$ cat config.mk
export PLATFORM = sky130hd
export DESIGN_NAME = lookup_table_ctrl
export DESIGN_NICKNAME = d
export VERILOG_FILES = /design/src/rtl/lookup_table_ctrl.sv
export SDC_FILE = /design/constraint.sdc
export NUM_CORES = 1
export LEC_CHECK = 0
export ABC_AREA = 1
export CORE_MARGIN = 3
export CORE_UTILIZATION = 43
export DETAILED_ROUTE_END_ITERATION = 7
export PLACE_DENSITY = 0.73
export SKIP_CTS_REPAIR_TIMING = 1
export SYNTH_ARGS = -nofsm -noshare
export SYNTH_HDL_FRONTEND = slang
export SYNTH_SLANG_ARGS = --single-unit
export TNS_END_PERCENT = 1
$ cat constraint.sdc
create_clock -name clk -period 3.6 [get_ports clk]
set_input_delay 0.72 -clock clk [delete_from_list [all_inputs] [get_ports clk]]
set_output_delay 0.72 -clock clk [all_outputs]
set_load 0.02 [all_outputs]
$ cat src/rtl/lookup_table_ctrl.sv
// -----------------------------------------------------------------------------
// lookup_table_ctrl
//
// Port-A sequencer for the writeable look-up table. It arbitrates the table's
// update port between two users: host single-word reads and writes over a
// valid/ready handshake, and a bulk-clear engine that fills every entry with a
// programmable word. Port B of the table (the look-up side) is not touched.
//
// Ports:
//   clk          single clock, also the table's a_clk
//   rst          synchronous, active-high reset
//   clear_start  one-cycle pulse requesting a bulk clear
//   clear_value  fill word, sampled when clear_start is accepted
//   clear_busy   high while a clear is pending or running
//   clear_done   one-cycle pulse when a clear completes
//   req_valid    host request valid
//   req_ready    host request accepted when req_valid && req_ready
//   req_we       1 = write, 0 = read
//   req_addr     host word address
//   req_wdata    host write data
//   resp_valid   one-cycle pulse, read data valid
//   resp_rdata   read data, held until the next response
//   tbl_addr     table a_addr (registered)
//   tbl_din      table a_din  (registered)
//   tbl_we       table a_we   (registered)
//   tbl_dout     table a_dout, valid one cycle after the address is presented
// -----------------------------------------------------------------------------
module lookup_table_ctrl #(
    parameter int DEPTH     = 1024,
    parameter int DATA_BITS = 32,
    parameter int ADDR_BITS = $clog2(DEPTH)
) (
    input  logic                 clk,
    input  logic                 rst,
    input  logic                 clear_start,
    input  logic [DATA_BITS-1:0] clear_value,
    output logic                 clear_busy,
    output logic                 clear_done,
    input  logic                 req_valid,
    output logic                 req_ready,
    input  logic                 req_we,
    input  logic [ADDR_BITS-1:0] req_addr,
    input  logic [DATA_BITS-1:0] req_wdata,
    output logic                 resp_valid,
    output logic [DATA_BITS-1:0] resp_rdata,
    output logic [ADDR_BITS-1:0] tbl_addr,
    output logic [DATA_BITS-1:0] tbl_din,
    output logic                 tbl_we,
    input  logic [DATA_BITS-1:0] tbl_dout
);

    typedef enum logic [1:0] {
        IDLE    = 2'd0,
        RD_ADDR = 2'd1,
        RD_DATA = 2'd2,
        CLEAR   = 2'd3
    } state_t;

    // One extra counter bit so that "all DEPTH entries written" is a distinct
    // value rather than a wrap back to zero.
    localparam logic [ADDR_BITS:0] CNT_END = (ADDR_BITS + 1)'(DEPTH);
    localparam logic [ADDR_BITS:0] CNT_ONE = (ADDR_BITS + 1)'(1);

    state_t               state_q, state_nxt;
    logic [ADDR_BITS:0]   cnt_q, cnt_nxt;
    logic                 pend_q, pend_nxt;
    logic [DATA_BITS-1:0] fill_q, fill_nxt;

    logic [ADDR_BITS-1:0] tbl_addr_nxt;
    logic [DATA_BITS-1:0] tbl_din_nxt;
    logic                 tbl_we_nxt;
    logic                 resp_valid_nxt;
    logic [DATA_BITS-1:0] resp_rdata_nxt;
    logic                 clear_busy_nxt;
    logic                 clear_done_nxt;

    // A clear request (new or pending) always wins over a host request in IDLE.
    assign req_ready = (state_q == IDLE) && !pend_q && !clear_start;

    always_comb begin
        state_nxt      = state_q;
        cnt_nxt        = cnt_q;
        pend_nxt       = pend_q;
        fill_nxt       = fill_q;
        tbl_addr_nxt   = tbl_addr;
        tbl_din_nxt    = tbl_din;
        tbl_we_nxt     = 1'b0;
        resp_valid_nxt = 1'b0;
        resp_rdata_nxt = resp_rdata;
        clear_busy_nxt = clear_busy;
        clear_done_nxt = 1'b0;

        case (state_q)
            IDLE: begin
                if (pend_q || clear_start) begin
                    // A pending clear already owns its latched fill word; a
                    // fresh request takes clear_value. First write (addr 0)
                    // goes out in the next cycle.
                    fill_nxt       = pend_q ? fill_q : clear_value;
                    pend_nxt       = 1'b0;
                    state_nxt      = CLEAR;
                    tbl_we_nxt     = 1'b1;
                    tbl_addr_nxt   = '0;
                    tbl_din_nxt    = pend_q ? fill_q : clear_value;
                    cnt_nxt        = CNT_ONE;
                    clear_busy_nxt = 1'b1;
                end else if (req_valid) begin
                    tbl_addr_nxt = req_addr;
                    if (req_we) begin
                        tbl_we_nxt  = 1'b1;
                        tbl_din_nxt = req_wdata;
                    end else begin
                        state_nxt = RD_ADDR;
                    end
                end
            end

            RD_ADDR: begin
                state_nxt = RD_DATA;
                if (clear_start && !pend_q) begin
                    pend_nxt       = 1'b1;
                    fill_nxt       = clear_value;
                    clear_busy_nxt = 1'b1;
                end
            end

            RD_DATA: begin
                resp_rdata_nxt = tbl_dout;
                resp_valid_nxt = 1'b1;
                state_nxt      = IDLE;
                if (clear_start && !pend_q) begin
                    pend_nxt       = 1'b1;
                    fill_nxt       = clear_value;
                    clear_busy_nxt = 1'b1;
                end
            end

            CLEAR: begin
                if (cnt_q == CNT_END) begin
                    state_nxt      = IDLE;
                    cnt_nxt        = '0;
                    clear_busy_nxt = 1'b0;
                    clear_done_nxt = 1'b1;
                end else begin
                    tbl_we_nxt   = 1'b1;
                    tbl_addr_nxt = cnt_q[ADDR_BITS-1:0];
                    tbl_din_nxt  = fill_q;
                    cnt_nxt      = cnt_q + CNT_ONE;
                end
            end

            default: begin
                state_nxt = IDLE;
            end
        endcase
    end

    always_ff @(posedge clk) begin
        if (rst) begin
            state_q    <= IDLE;
            cnt_q      <= '0;
            pend_q     <= 1'b0;
            tbl_addr   <= '0;
            tbl_din    <= '0;
            tbl_we     <= 1'b0;
            resp_valid <= 1'b0;
            resp_rdata <= '0;
            clear_busy <= 1'b0;
            clear_done <= 1'b0;
        end else begin
            state_q    <= state_nxt;
            cnt_q      <= cnt_nxt;
            pend_q     <= pend_nxt;
            tbl_addr   <= tbl_addr_nxt;
            tbl_din    <= tbl_din_nxt;
            tbl_we     <= tbl_we_nxt;
            resp_valid <= resp_valid_nxt;
            resp_rdata <= resp_rdata_nxt;
            clear_busy <= clear_busy_nxt;
            clear_done <= clear_done_nxt;
        end
    end

    // Fill word is pure data; it is always rewritten before it is used.
    always_ff @(posedge clk) begin
        fill_q <= fill_nxt;
    end

endmodule

==> reports/qor.yml, run 1 <==
clock_network:
  cts_buffers: 17
  cts_tree: "done"
  cts.sinks: 124
  clk_path_buf_depth: 2
  cts_root_buffer: "clkbuf_16"
  clkTransAtPathRegs_ns: 0.06
  htreeDepth: 4
  worstSkewPairLatency_ns: 0.41
critical_path:
  r2r-start: "cnt_q[0]"
  cp-end-kind: "primary output"
  cpMostUsedCell: "clkdlybuf4s50_1"
  crit_path_cell_trace: "clkdlybuf4s50_1, nor2_4, nand2_4, inv_2, clkdlybuf4s50_1"
  rr_endpoint: "tbl_din[20]"
  path_max_fanout: 11
  r2r_slack_ns: 1.20
  path_class: "in -> out"
  cp-endpoint: "req_ready"
  cp.arrival_ns: 2.26
  slowest_stage: "clkdlybuf4s50_1"
  setup.worst_path.start: "clear_start"
  critPathMaxStageDelay_ns: 0.62
  rr_worst_depth: 9
  required_ns: 2.88
  cp-start-kind: "input pin"
sta:
  fmax_mhz: 335.8
  finalCriticalPeriod_ns: 2.978
  post-route-period-util_pct: 82.71
  finClkSkew_ns: 0.01232
  worst_pin_slew_ns: 0.9531
  finalSetupTns_ns: 0
  setup_viol_count_final: 0
  rsz0062_at_grt: "false"
  drv_slew: 0
  slew_headroom_pct: 36.39
  hold_violations: 0
synth:
  syn_avg_cell_area_um2: 6.966
  ys_top_cells_by_count: "nand2_1 (208), nor2_1 (150), o21ai_0 (123)"
  synth_most_common_cell: "nand2_1"
  synth-edff-count: 32
  async_flop_share_pct: 0
  yosysWarnings: 0
  synth_seq_area_share_pct: 44.36
  synthTopCellsByArea: "dfxtp_1 (29%), edfxtp_1 (15%), nand2_1 (12%)"
  synth_ff_type: "dfxtp_1"
  synth_top_area_share_pct: 29.15
  synth_cell_types: 28
  syn-instance-count: 907
  synth.largest_area_cell: "dfxtp_1"
  syn_area_um2: 6319
  synth_nets: 1024
  synth_seq_cells: 124
routing:
  avgViaCountPerCell: 4.852
  vias: 6143
  topRoutingLayerUsed: "met4"
  dr_wl_met2_um: 7720
  firstDrtPassIters: 7
  drc: 0
  wl_met1_um: 7610
  met3_length_um: 1530
  ant_nets: 0
  drt_iter0_markers: 388
  wl_um: 16990
  wl_per_cell_um: 13.42
floorplanning:
  die_x_um: 127.2
  io_pins: 190
  fp-row-count: 43
  coreArea_um2: 14150
  die_area_um2: 16180
  initial_core_util_pct: 44.65
  die_y_um: 127.2
pwr:
  intPower_uw: 4569
  seqPwrFrac_pct: 30.5
  combPwrFrac_pct: 48.9
  switching_share_pct: 41.18
  p_leak_uw: 0.003778
  power_density_nw_per_um2: 880.8
  clkPwrFrac_pct: 20.6
  vdd_drop_max_v: 0.0005100
  switchingPower_uw: 3199
outcome:
  status: "finished, final reports clean"
placed_design:
  place.gp.congestion: 0.8170
  dp_hpwl_um: 11490
  numPortBuffers: 189
final_layout:
  fin_nets: 1190
  multiInputGateArea_um2: 2900
  final_util_pct: 62.33
  drive_gt1_share_pct: 7.735
  fill_cells: 1283
  diodes: 0
  area_growth_pct: 39.58
  ff_latch_area_um2: 2804
job:
  max_cap_viol_count: 0
grt:
  grt_pass1_vias: 5809
  grt_usage_pct: 21.22
  gr-total-overflow: 0
  antenna_found_initial: 0
  grt_max_degree: 67
  grt_pass1_wl_um: 27840
min_path:
  worstHoldPathCells: 2
  hp-class: "reg -> reg"
[power by group through the flow]
stage	clock (uW)	sequential, uW	combinational [uW]
floorplan	0	2740	2280
global placement	0	2380	3770
detailed placement	0	2400	3800
CTS	1640	2380	3830
global route	1690	2440	4320
finish	1600	2370	3800
[cell type report]
class,count,share of cell area [%]
timing repair buffer,201,22.47
tap,180,2.554
sequential,124,31.79
inverter,92,3.915
clock buffer,26,6.015
clock inverter,6,0.3688
multi-input combinational,637,32.88
[cell families (layout without fill, tap and decap cells)]
logic type	Yosys count	count (layout)	share of synthesized area, %
AOI/OAI and AO/OA	166	166	13.52
and+or+nand+nor	461	461	30.55
xor gates and xnor gates	4	4	0.5544
DFF	124	124	44.36
adders and majority gates	6	6	1.188
buffers and inverters	146	325	9.822
[metal layers]
| metal | vias up | GRT usage [%] |
|---|---|---|
| met5 | - | 0 |
| met4 | 0 | 5.994 |
| met3 | 13 | 8.194 |
| met2 | 203 | 34.06 |
| met1 | 2718 | 26.73 |
| li1 | 3209 | - |
[how the worst min path moves through the flow]
stage / from / end / slack (ns)
after floorplan: state_q[1] / state_q[1] / 0.47
after global placement: tbl_addr[5] / tbl_addr[5] / 0.45
after detailed placement: tbl_addr[3] / tbl_addr[3] / 0.45
after CTS: tbl_addr[3] / tbl_addr[3] / 0.46
after global routing: tbl_addr[3] / tbl_addr[3] / 0.49
final: tbl_addr[3] / tbl_addr[3] / 0.46
[flip-flops by register name (all words and copies together) (netlist names), 2 cells and up]
| register | flops |
|---|---|
| cnt_q | 11 |
| fill_q | 32 |
| resp_rdata | 32 |
| state_q | 2 |
| tbl_addr | 10 |
| tbl_din | 32 |
[layout by cell type, fill, tap and decap left out, drive strengths merged]
cell / synthesis / layout
nand4: 2 / 2
a211oi: 1 / 1
a21oi: 18 / 18
xor2: 4 / 4
edfxtp: 32 / 32
clkinvlp: 0 / 1
o21ai: 145 / 145
dfxtp: 92 / 92
buf: 24 / 12
clkinv: 0 / 5
inv: 92 / 92
nor2: 151 / 151
o31ai: 1 / 1
ha: 6 / 6
nor3: 4 / 4
nand3: 59 / 59
nand2: 211 / 211
o22ai: 1 / 1
clkbuf: 30 / 26
or2: 33 / 33
clkdlybuf4s50: 0 / 189
nand3b: 1 / 1
[per-stage QoR]
step | area, um^2 | cells | power [uW] | hold slack [ns] | setup WS (ns)
final | 8820 | 1266 | 7768 | 0.4609 | 0.6224
after global routing | 8820 | 1266 | 8442 | 0.4895 | 0.5382
after CTS | 8820 | 1266 | 7846 | 0.4629 | 0.6122
after detailed placement | 8257 | 1234 | 6199 | 0.4537 | 0.6190
after floorplan | 6319 | 907 | 5028 | 0.4719 | 1.345
after global placement | 8257 | 1234 | 6149 | 0.4515 | 0.6348
[critical path: cells and delay by family]
kind	cells	cell delay [ns]
buffers and inverters	3	1.18
AND/OR/NAND/NOR	2	0.35
Note: power is estimated with default switching activity, not from simulation.
==> run 2: changes to the inputs <==
Clock period 3.6 ns to 2.8 ns, I/O delays scaled along.
==> reports/qor.yml, run 2 (synthesis gave the netlist of run 1 again) <==
grt:
  grt_max_degree: 67
  gr-total-overflow: 0
  grt_pass1_wl_um: 27900
  grt_usage_pct: 21.41
  grt_pass1_vias: 5740
  antenna_found_initial: 0
final_layout:
  mostFrequentLayoutCells: "nand2_1 (207), clkdlybuf4s50_1 (189), nor2_1 (150), o21ai_0 (123), dfxtp_1 (91)"
  fin_nets: 1194
  reg_top3: "fill_q x32, resp_rdata x32, tbl_din x32"
  diodes: 0
  drive_gt1_share_pct: 7.537
  layout_commonest_cell: "nand2_1"
  area_growth_pct: 39.84
routing:
  firstDrtPassIters: 6
  wl_met1_um: 7644
  met3_length_um: 1452
  dr_wl_met2_um: 7863
  topRoutingLayerUsed: "met4"
  ant_nets: 0
  drc: 0
  vias: 6144
  drt_iter0_markers: 476
  wl_per_cell_um: 13.57
  avgViaCountPerCell: 4.845
  wl_um: 17210
sta:
  hold_violations: 0
  finClkSkew_ns: 0.008585
  rsz0062_at_grt: "false"
  fmax_mhz: 393.4
  setup_viol_count_final: 0
  finalCriticalPeriod_ns: 2.542
  slew_headroom_pct: 58.94
  finalSetupTns_ns: 0
  post-route-period-util_pct: 90.79
  drv_slew: 0
  worst_pin_slew_ns: 0.6158
critical_path:
  rr_worst_depth: 10
  crit_path_cell_trace: "clkdlybuf4s50_1, nor2_4, nand2_4, inv_2, clkdlybuf4s50_1"
  path_max_fanout: 4
  path_class: "in -> out"
  setup.worst_path.start: "clear_start"
  slowest_stage: "clkdlybuf4s50_1"
  required_ns: 2.24
  cp-endpoint: "req_ready"
  critPathMaxStageDelay_ns: 0.63
  r2r_slack_ns: 0.60
  cp.arrival_ns: 1.98
  cpMostUsedCell: "clkdlybuf4s50_1"
  cp-end-kind: "primary output"
  r2r-start: "state_q[1]"
  cp-start-kind: "input pin"
  rr_endpoint: "tbl_din[13]"
floorplanning:
  die_y_um: 127.2
  coreArea_um2: 14150
  die_x_um: 127.2
  fp-row-count: 43
  die_area_um2: 16180
  initial_core_util_pct: 44.65
  io_pins: 190
min_path:
  hp-class: "reg -> reg"
  hold_start: "tbl_addr[5]"
placed_design:
  numPortBuffers: 189
  place.gp.congestion: 0.8113
  dp_hpwl_um: 11500
clock_network:
  cts_tree: "done"
  clk_path_buf_depth: 2
  worstSkewPairLatency_ns: 0.42
  cts.sinks: 124
  htreeDepth: 4
  cts_buffers: 17
  clkTransAtPathRegs_ns: 0.05
  cts_root_buffer: "clkbuf_16"
pwr:
  fin_total_pwr_uw: 10000
  power_density_nw_per_um2: 1132
  p_leak_uw: 0.003783
  vdd_drop_max_v: 0.0006261
outcome:
  status: "finished, final reports clean"
job:
  max_cap_viol_count: 0
## run 2: worst min path at each step
stage                       end  slack [ns]  cells past startpoint
floorplan            state_q[1]        0.47                      2
global placement    tbl_addr[7]        0.45                      2
detailed placement  tbl_addr[1]        0.46                      2
CTS                 tbl_addr[7]        0.46                      2
global route        tbl_addr[2]        0.48                      2
finish              tbl_addr[5]        0.46                      2
## run 2: where the power goes
group,total [uW],internal [uW],switching (uW)
combinational,5050,1940,3110
sequential,3040,2760,283
clock,1910,1160,748
total,10000,5860,4140
## run 2: worst max-delay path: cells and delay by family
| family | cells | cell delay, ns |
|---|---|---|
| buffers and inverters | 3 | 1.19 |
| and+or+nand+nor | 2 | 0.23 |
## run 2: layout make-up
| type | instances | area, um^2 |
|---|---|---|
| sequential | 124 | 2804 |
| clock inverter | 4 | 20.02 |
| timing repair buffer | 205 | 2062 |
| multi-input combinational | 637 | 2900 |
| fill | 1295 | 5314 |
| inverter | 92 | 345.3 |
| tap | 180 | 225.2 |
| clock buffer | 26 | 479.2 |
## run 2: per-stage QoR
step                utilization [%]  area, um^2  hold WS [ns]  setup WS, ns  instances
floorplan                         -        6319        0.4719        0.5450        907
global placement              58.92        8337        0.4514        0.2768       1238
detailed placement            58.92        8337        0.4555        0.2704       1238
CTS                           62.45        8836        0.4618        0.2652       1268
global route                  62.45        8836        0.4766        0.2052       1268
finish                        62.45        8836        0.4608        0.2578       1268
## run 2: routing by layer
| metal | track usage (%) | up-vias |
|---|---|---|
| li1 | - | 3224 |
| met1 | 26.81 | 2686 |
| met2 | 34.12 | 214 |
| met3 | 8.194 | 20 |
| met4 | 7.066 | 0 |
| met5 | 0 | - |
